File: src/rtl/alu_seq_pkg.sv
// Shared opcode and FSM state definitions for the sequential ALU.
package alu_seq_pkg;

    localparam logic [2:0] OP_ADD = 3'b000;
    localparam logic [2:0] OP_SUB = 3'b001;
    localparam logic [2:0] OP_AND = 3'b010;
    localparam logic [2:0] OP_OR  = 3'b011;
    localparam logic [2:0] OP_XOR = 3'b100;
    localparam logic [2:0] OP_SHL = 3'b101;
    localparam logic [2:0] OP_SHR = 3'b110;
    localparam logic [2:0] OP_MUL = 3'b111;

    typedef enum logic [1:0] {
        ST_IDLE = 2'b00,
        ST_MUL  = 2'b01,
        ST_HOLD = 2'b10
    } state_t;

endpackage

File: src/rtl/alu_seq_param_mul.sv
// Iterative shift-add multiplier, one partial product per cycle.
// o_done marks the cycle whose step completes the product on o_prod.
module alu_seq_mul #(
    parameter int WIDTH = 16
) (
    input  logic               clk,
    input  logic               rst,
    input  logic               i_start,
    input  logic [WIDTH-1:0]   i_x,
    input  logic [WIDTH-1:0]   i_y,
    output logic               o_done,
    output logic [2*WIDTH-1:0] o_prod
);

    localparam int CW = $clog2(WIDTH + 1);

    logic [CW-1:0]      r_cnt;
    logic [2*WIDTH-1:0] r_mcand;
    logic [WIDTH-1:0]   r_mplier;
    logic [2*WIDTH-1:0] r_acc;
    logic [2*WIDTH-1:0] w_acc_next;

    assign w_acc_next = r_acc + (r_mplier[0] ? r_mcand : '0);

    always_ff @(posedge clk or posedge rst) begin
        if (rst) begin
            r_cnt    <= '0;
            r_mcand  <= '0;
            r_mplier <= '0;
            r_acc    <= '0;
        end else if (i_start) begin
            r_cnt    <= CW'(WIDTH);
            r_mcand  <= {{WIDTH{1'b0}}, i_x};
            r_mplier <= i_y;
            r_acc    <= '0;
        end else if (r_cnt != '0) begin
            r_cnt    <= r_cnt - CW'(1);
            r_mcand  <= r_mcand << 1;
            r_mplier <= r_mplier >> 1;
            r_acc    <= w_acc_next;
        end
    end

    // Product is taken from the adder so the top can register it on the last step.
    assign o_done = (r_cnt == CW'(1));
    assign o_prod = w_acc_next;

endmodule

File: src/rtl/alu_seq_param.sv
// Registered ALU with valid/ready handshake and registered flags.
// ALU_SEQ_MUL_EN enables the iterative multiply for op 111.
module alu_seq_param
    import alu_seq_pkg::*;
#(
    parameter int WIDTH = 16
) (
    input  logic             clk,
    input  logic             rst,
    input  logic             in_valid,
    output logic             in_ready,
    input  logic [2:0]       op,
    input  logic [WIDTH-1:0] X,
    input  logic [WIDTH-1:0] Y,
    output logic             out_valid,
    input  logic             out_ready,
    output logic [WIDTH-1:0] Z,
    output logic             S,
    output logic             ZR,
    output logic             CY,
    output logic             P,
    output logic             V,
    output logic             busy
);

    localparam int SHW = $clog2(WIDTH);

    state_t           r_state;
    state_t           w_next;
    logic             w_load;
    logic [WIDTH-1:0] r_z;
    logic             r_s, r_zr, r_cy, r_p, r_v;

    logic [SHW-1:0]   w_amt;
    logic [WIDTH:0]   w_add, w_sub, w_shl, w_shr;
    logic [WIDTH-1:0] w_alu_z, w_res_z;
    logic             w_alu_cy, w_alu_v, w_res_cy, w_res_v;

    assign w_amt = Y[SHW-1:0];
    assign w_add = {1'b0, X} + {1'b0, Y};
    assign w_sub = {1'b0, X} - {1'b0, Y};
    assign w_shl = {1'b0, X} << w_amt;
    // Extra low bit catches the last bit shifted out on a right shift.
    assign w_shr = {X, 1'b0} >> w_amt;

    always_comb begin
        w_alu_z  = '0;
        w_alu_cy = 1'b0;
        w_alu_v  = 1'b0;
        case (op)
            OP_ADD: begin
                w_alu_z  = w_add[WIDTH-1:0];
                w_alu_cy = w_add[WIDTH];
                w_alu_v  = (X[WIDTH-1] == Y[WIDTH-1]) &&
                           (w_add[WIDTH-1] != X[WIDTH-1]);
            end
            OP_SUB: begin
                w_alu_z  = w_sub[WIDTH-1:0];
                w_alu_cy = w_sub[WIDTH];
                w_alu_v  = (X[WIDTH-1] != Y[WIDTH-1]) &&
                           (w_sub[WIDTH-1] != X[WIDTH-1]);
            end
            OP_AND:  w_alu_z = X & Y;
            OP_OR:   w_alu_z = X | Y;
            OP_XOR:  w_alu_z = X ^ Y;
            OP_SHL: begin
                w_alu_z  = w_shl[WIDTH-1:0];
                w_alu_cy = w_shl[WIDTH];
            end
            OP_SHR: begin
                w_alu_z  = w_shr[WIDTH:1];
                w_alu_cy = w_shr[0];
            end
            default: ;
        endcase
    end

`ifdef ALU_SEQ_MUL_EN
    logic                 w_mul_start;
    logic                 w_mul_done;
    logic [2*WIDTH-1:0]   w_prod;

    alu_seq_mul #(.WIDTH(WIDTH)) u_mul (
        .clk     (clk),
        .rst     (rst),
        .i_start (w_mul_start),
        .i_x     (X),
        .i_y     (Y),
        .o_done  (w_mul_done),
        .o_prod  (w_prod)
    );

    assign w_res_z  = (r_state == ST_MUL) ? w_prod[WIDTH-1:0] : w_alu_z;
    assign w_res_cy = (r_state == ST_MUL) ? (|w_prod[2*WIDTH-1:WIDTH]) : w_alu_cy;
    assign w_res_v  = (r_state == ST_MUL) ? 1'b0 : w_alu_v;
    assign busy     = (r_state == ST_MUL);
`else
    assign w_res_z  = w_alu_z;
    assign w_res_cy = w_alu_cy;
    assign w_res_v  = w_alu_v;
    assign busy     = 1'b0;
`endif

    always_ff @(posedge clk or posedge rst) begin
        if (rst) r_state <= ST_IDLE;
        else     r_state <= w_next;
    end

    always_comb begin
        w_next = r_state;
        w_load = 1'b0;
`ifdef ALU_SEQ_MUL_EN
        w_mul_start = 1'b0;
`endif
        case (r_state)
            ST_IDLE: begin
                if (in_valid) begin
`ifdef ALU_SEQ_MUL_EN
                    if (op == OP_MUL) begin
                        w_next      = ST_MUL;
                        w_mul_start = 1'b1;
                    end else
`endif
                    begin
                        w_next = ST_HOLD;
                        w_load = 1'b1;
                    end
                end
            end
            ST_MUL: begin
`ifdef ALU_SEQ_MUL_EN
                if (w_mul_done) begin
                    w_next = ST_HOLD;
                    w_load = 1'b1;
                end
`else
                w_next = ST_IDLE;
`endif
            end
            ST_HOLD: begin
                if (out_ready) w_next = ST_IDLE;
            end
            default: w_next = ST_IDLE;
        endcase
    end

    always_ff @(posedge clk or posedge rst) begin
        if (rst) begin
            r_z  <= '0;
            r_s  <= 1'b0;
            r_zr <= 1'b0;
            r_cy <= 1'b0;
            r_p  <= 1'b0;
            r_v  <= 1'b0;
        end else if (w_load) begin
            r_z  <= w_res_z;
            r_s  <= w_res_z[WIDTH-1];
            r_zr <= (w_res_z == '0);
            r_cy <= w_res_cy;
            r_p  <= ~^w_res_z;
            r_v  <= w_res_v;
        end
    end

    assign in_ready  = (r_state == ST_IDLE) && !rst;
    assign out_valid = (r_state == ST_HOLD);
    assign Z  = r_z;
    assign S  = r_s;
    assign ZR = r_zr;
    assign CY = r_cy;
    assign P  = r_p;
    assign V  = r_v;

endmodule

File: config.mk
export PLATFORM = sky130hd
export DESIGN_NAME = alu_seq_param
export DESIGN_NICKNAME = d
export VERILOG_FILES = /design/src/rtl/alu_seq_pkg.sv /design/src/rtl/alu_seq_param_mul.sv /design/src/rtl/alu_seq_param.sv
export SDC_FILE = /design/constraint.sdc
export NUM_CORES = 1
export LEC_CHECK = 0
export ABC_AREA = 1
export BUFFER_PORTS_ARGS = -buffer_cell sky130_fd_sc_hd__buf_2
export CAP_MARGIN = 20
export CORE_ASPECT_RATIO = 1.25
export CORE_MARGIN = 2
export CORE_UTILIZATION = 31
export DETAILED_ROUTE_END_ITERATION = 6
export PLACE_DENSITY = 0.51
export SLEW_MARGIN = 15
export SYNTH_ARGS = -nofsm -noshare
export SYNTH_HDL_FRONTEND = slang
export SYNTH_SLANG_ARGS = --single-unit
File: constraint.sdc
create_clock -name clk -period 1.45 [get_ports clk]
set_input_delay 0 -clock clk [delete_from_list [all_inputs] [get_ports clk]]
set_output_delay 0 -clock clk [all_outputs]
set_load 0.02 [all_outputs]
After elaboration in Yosys (flattened, before gate mapping) --
Index checks and enable logic that the tools add are counted.
Cells by class: muxes and demuxes 8, shift-type cells 2, reduce and logical (&&, ||, !) cells 9, equal/unequal tests 13, bitwise operators 3, $add $sub $neg 2
Operator list (count):
- $pmux 16 s7 | 1
- $add 16x16->17 | 1
- $shl 16x4->17 | 1
- $shr 17x4->17 | 1
- $sub 16x16->17 | 1
- $and 16x16->16 | 1
- $logic_not 16->1 | 1
- $or 16x16->16 | 1
- $reduce_xnor 16->1 | 1
- $xor 16x16->16 | 1
- $eq 3x3->1 const B | 3
- $eq 3x2->1 const B | 2
- $mux 2 | 2
- $pmux 1 s4 | 1
- $pmux 2 s2 | 1
- $eq 3x1->1 const B | 1
- $logic_and 1x1->1 | 3
- $logic_not 3->1 | 1
- $ne 1x1->1 | 3
- $eq 2x2->1 const B | 1
- $logic_not 2->1 | 1
- $mux 1 | 2
- $ne 2x1->1 const B | 1
- $ne 2x2->1 const B | 1
- other kinds (4) | 4
Word-level totals: bits in registers 23, output and inout port bits 24, logic and storage cells 44, bits of input ports 39

Depth between registers and ports, before layout --
word-level depth 4, mapped depth 19, gate-level depth less buffers 19

Worst setup path after synthesis --
No wires, ideal clock.
kind input to register, start in Y[1], end reg r_p, in the netlist P, required time 1.318 ns, path slack -0.944 ns, data arrival time 2.262 ns, cell stages on the path 18, cells stage by stage buf_4 -> inv_2 -> buf_2 -> ha_1 -> o21ai_0 -> nand3_1 -> nand2_1 -> nand2_1 -> nand2_1 -> nand2_1 -> nand3_1 -> nand3_1 -> inv_1 -> ha_1 -> xnor2_1 -> xnor2_1 -> xnor2_1 -> o21ai_0
On the way: longest elaborated chain between the ends 3, elaborated cells between the ends (all ways) 9
Ends and longest elaborated chain:
- from (decl) | RTL line alu_seq_param.sv:14 | input logic [WIDTH-1:0] Y,
- $sub 16x16->17, or another cell as far along | RTL line alu_seq_param.sv:41 | assign w_sub = {1'b0, X} - {1'b0, Y};
- $pmux 16 s7 (*) | RTL line alu_seq_param.sv:50 | case (op)
- $reduce_xnor 16->1 (*) | RTL line alu_seq_param.sv:160 | r_p <= ~^w_res_z;
- to (signal assigned) | RTL line alu_seq_param.sv:160
- to (decl) | RTL line alu_seq_param.sv:32 | logic r_s, r_zr, r_cy, r_p, r_v;
Mark *: on every way between the ends. The rest lies on a longest branch, timed or not. A chain may end at the register's enable or synchronous reset.

Worst setup path after layout --
start in X[3], end reg r_p, in the netlist P
On the way: longest elaborated chain between the ends 3, elaborated cells between the ends (all ways) 9
Ends and longest elaborated chain:
- from (decl) | RTL line alu_seq_param.sv:13 | input logic [WIDTH-1:0] X,
- $sub 16x16->17, or another cell as far along | RTL line alu_seq_param.sv:41
- $pmux 16 s7 (*) | RTL line alu_seq_param.sv:50
- $reduce_xnor 16->1 (*) | RTL line alu_seq_param.sv:160
Marked as above.

==> run metrics <==
cell area after synthesis 0.00519 sq mm; Clock Path Buffers 2; YS warnings 0; Leakage Power 0.00479 uW; crit path time final 2170 ps; DRC Markers 0; 1st-pass router iterations 5; DRT antenna net count 0; CTS root buf clkbuf_16; average size of a mapped cell 5.34 sq um; Post-DP HPWL 19200 um; Worst setup EP type flop; starting density of the core 0.319; Mapped Cells 972; core box area 0.0163 sq mm; Seq cells post-synth 21; layout cells sized above 1 0.503; failing checks setup timing; setup ws final -716 ps; Slew Limit Fails 0; Synth-to-Final Area Change 76.6%; Worst VDD drop 0.000425 V; Max Freq 0.462 GHz; Worst EP arrival 2310 ps; Max-slew headroom 0.578; Die H 149 um; hold_sp in_valid; fin util 0.563; # setup viols final 12; RD Place Congestion 0.958; Worst R2R Path Depth 5; maxcap violations 0; Crit path required time 1590 ps; Buffers on Ports 61; Post-Synthesis Net Count 1070; die area 0.0178 sq mm; WL/cell 16.8 um; Worst Tran Pin Value 632 ps; Reg-to-Reg Start r_state[1]$_DFFE_PP0P_; hold path depth 4; global route overflow 0; skew final 2.63 ps; CP dominant cell by count nand2_1; number of core rows 52; initial antenna violation count 0; Hold Crit Class in2reg; Final Cell Area 0.00916 sq mm; ant diodes 0; Fin. Hold Viols 0; CTS Buf Count 3; IO Count 63; Final Cycle Share 1.49; vias in the first global route 7031; clk sink count 21; CP peak stage delay 250 ps; via count 7336; first-pass GRT wire length 36500 um; Routed WL 24500 um; Worst-path clk slew 60 ps; largest net degree at the start of global routing 35; Final nets 1341; sequence of cells on the critical path buf_6, buf_4, ha_1, nand2_1, nand2_2, a21oi_4, nand2_4, nand2_2, nand2_1, nand2_1, nand3_2, nand3_2, inv_1, ha_4, xor2_2, xnor2_1, xnor2_1, o21ai_1; Critical-path top delay cell ha_4; Starting DRT DRC Count 504; status complete, but fails checks; Clk Latency, worst-skew pair 260 ps; unrepaired setup endpoints after global routing yes; Cell Area, Placed 0.00722 sq mm; crit path max fanout 4; H-tree levels 1; GRT Util Overall 0.260; Post-Layout Cell Count 1458; Worst R2R End Z[12]$_DFFE_PP0P_; CTS tree built; CP Launch Type input pin; Reg2Reg Setup Slack 180 ps; Crit Path Class in2reg; PwrDens 600 mW/mm^2; placed cell count 1424; worst min-delay path endpoint r_state[1]$_DFFE_PP0P_; die width 120 um; Unique masters post-synth 37; post-DR vias/cell 5.03; Seq/Total Area, Yosys 0.101; setup TNS -2700 ps
[cell type report]
| cell class | count | area, sq um |
|---|---|---|
| fill | 1607 | 7110 |
| multi-input combinational | 782 | 5380 |
| timing repair buffer | 301 | 2350 |
| inverter | 134 | 558 |
| sequential | 21 | 526 |
| tap | 216 | 270 |
| clock buffer | 3 | 75.1 |
| clock inverter | 1 | 5.00 |
[through the flow]
step	power, uW	hold WS (ps)	setup WS, ps
finish	5500	160	-716
global route	5840	205	-826
CTS	4840	158	-733
detailed placement	3850	54.5	-1180
global placement	3850	53.2	-1190
floorplan	2500	-23.5	-747
[critical path, delay by kind of cell]
kind,cells,cell delay (ps)
AOI/OAI and AO/OA,2,250
xor gates and xnor gates,3,510
adders and majority gates,2,490
buffers and inverters,3,340
and+or+nand+nor,8,700
[state kept, by name, summed over array words and instances, names as in the netlist]
signal   flops
CY           1
ZR           1
r_state      1
P            1
Z           16
V            1
[what timing repair did]
| item | 4_1_cts | 5_1_grt |
|---|---|---|
| resized for setup | 157 | 292 |
| setup endpoints to repair | 19 | 20 |
| hold endpoints to repair | 22 | 0 |
| pin swaps | 45 | 119 |
| setup buffers | 26 | 20 |
| hold buffers | 2 | 0 |
[Yosys cell counts (all sizes together)]
library cell  count  area [sq um]
o22ai             5          31.3
a31oi             1          6.26
clkbuf            6          22.5
a211oi            1          7.51
o211ai            5          37.5
nand3b            1          7.51
buf              29           180
nand3           157           803
or2               4          25.0
and3              1          6.26
nor2             86           330
nand2           351          1320
nor3              9          45.0
a21boi            1          7.51
nand4            12          75.1
o31ai             2          15.0
a21oi            42           210
conb              1          3.75
xnor2             6          52.6
and2             11          68.8
xor2              1          8.76
ha               57           713
o21ai            24           120
dfrtp            21           526
inv             134           505
fa                2          40.0
o21bai            2          15.0
[worst max-delay path by stage]
stage | from | endpoint | slack, ps | cells past startpoint
2_1_floorplan | Y[1] | P$_DFFE_PP0P_ | -750 | 19
3_3_place_gp | X[4] | P$_DFFE_PP0P_ | -1190 | 16
3_5_place_dp | Y[9] | P$_DFFE_PP0P_ | -1180 | 17
4_1_cts | X[0] | P$_DFFE_PP0P_ | -730 | 16
5_1_grt | Y[0] | P$_DFFE_PP0P_ | -830 | 17
6_report | X[3] | P$_DFFE_PP0P_ | -720 | 18
[layer usage]
metal	track usage	up-vias	wire length, um
met5	0	-	0
met3	0.0157	76	1140
met1	0.326	3359	10000
met4	0.111	0	1250
met2	0.459	261	12100
li1	-	3640	-
[cell families (layout without fill, tap and decap cells)]
kind of cell / after synthesis / count (layout) / synth area share
XOR/XNOR: 7 / 7 / 0.0118
AND/OR/NAND/NOR: 632 / 632 / 0.517
buffers and inverters: 169 / 439 / 0.137
AO/OA/AOI/OAI: 83 / 83 / 0.0869
adder cells (fa/ha/maj): 59 / 59 / 0.145
flip-flops: 21 / 21 / 0.101
other: 1 / 1 / 0.000723
[placed cells by master, fill, tap and decap left out, types with 27 or more instances in the layout]
master | netlist | final
nand2_2 | 2 | 61
inv_1 | 126 | 72
buf_2 | 18 | 45
nand2_4 | 0 | 27
buf_6 | 3 | 31
nand3_2 | 1 | 45
nor2_1 | 83 | 54
inv_2 | 7 | 43
nand3_1 | 155 | 105
ha_4 | 0 | 30
nand2_1 | 349 | 263
buf_4 | 7 | 215
[report_power, final]
| part | total (uW) | switching [uW] | internal [uW] | leakage, uW |
|---|---|---|---|---|
| Combinational | 4110 | 2280 | 1830 | 0.00447 |
| Sequential | 796 | 75.6 | 720 | 0.000270 |
| Clock | 585 | 215 | 371 | 0.0000409 |
| Total | 5500 | 2570 | 2930 | 0.00479 |
Power figures use the tool's default switching activity.
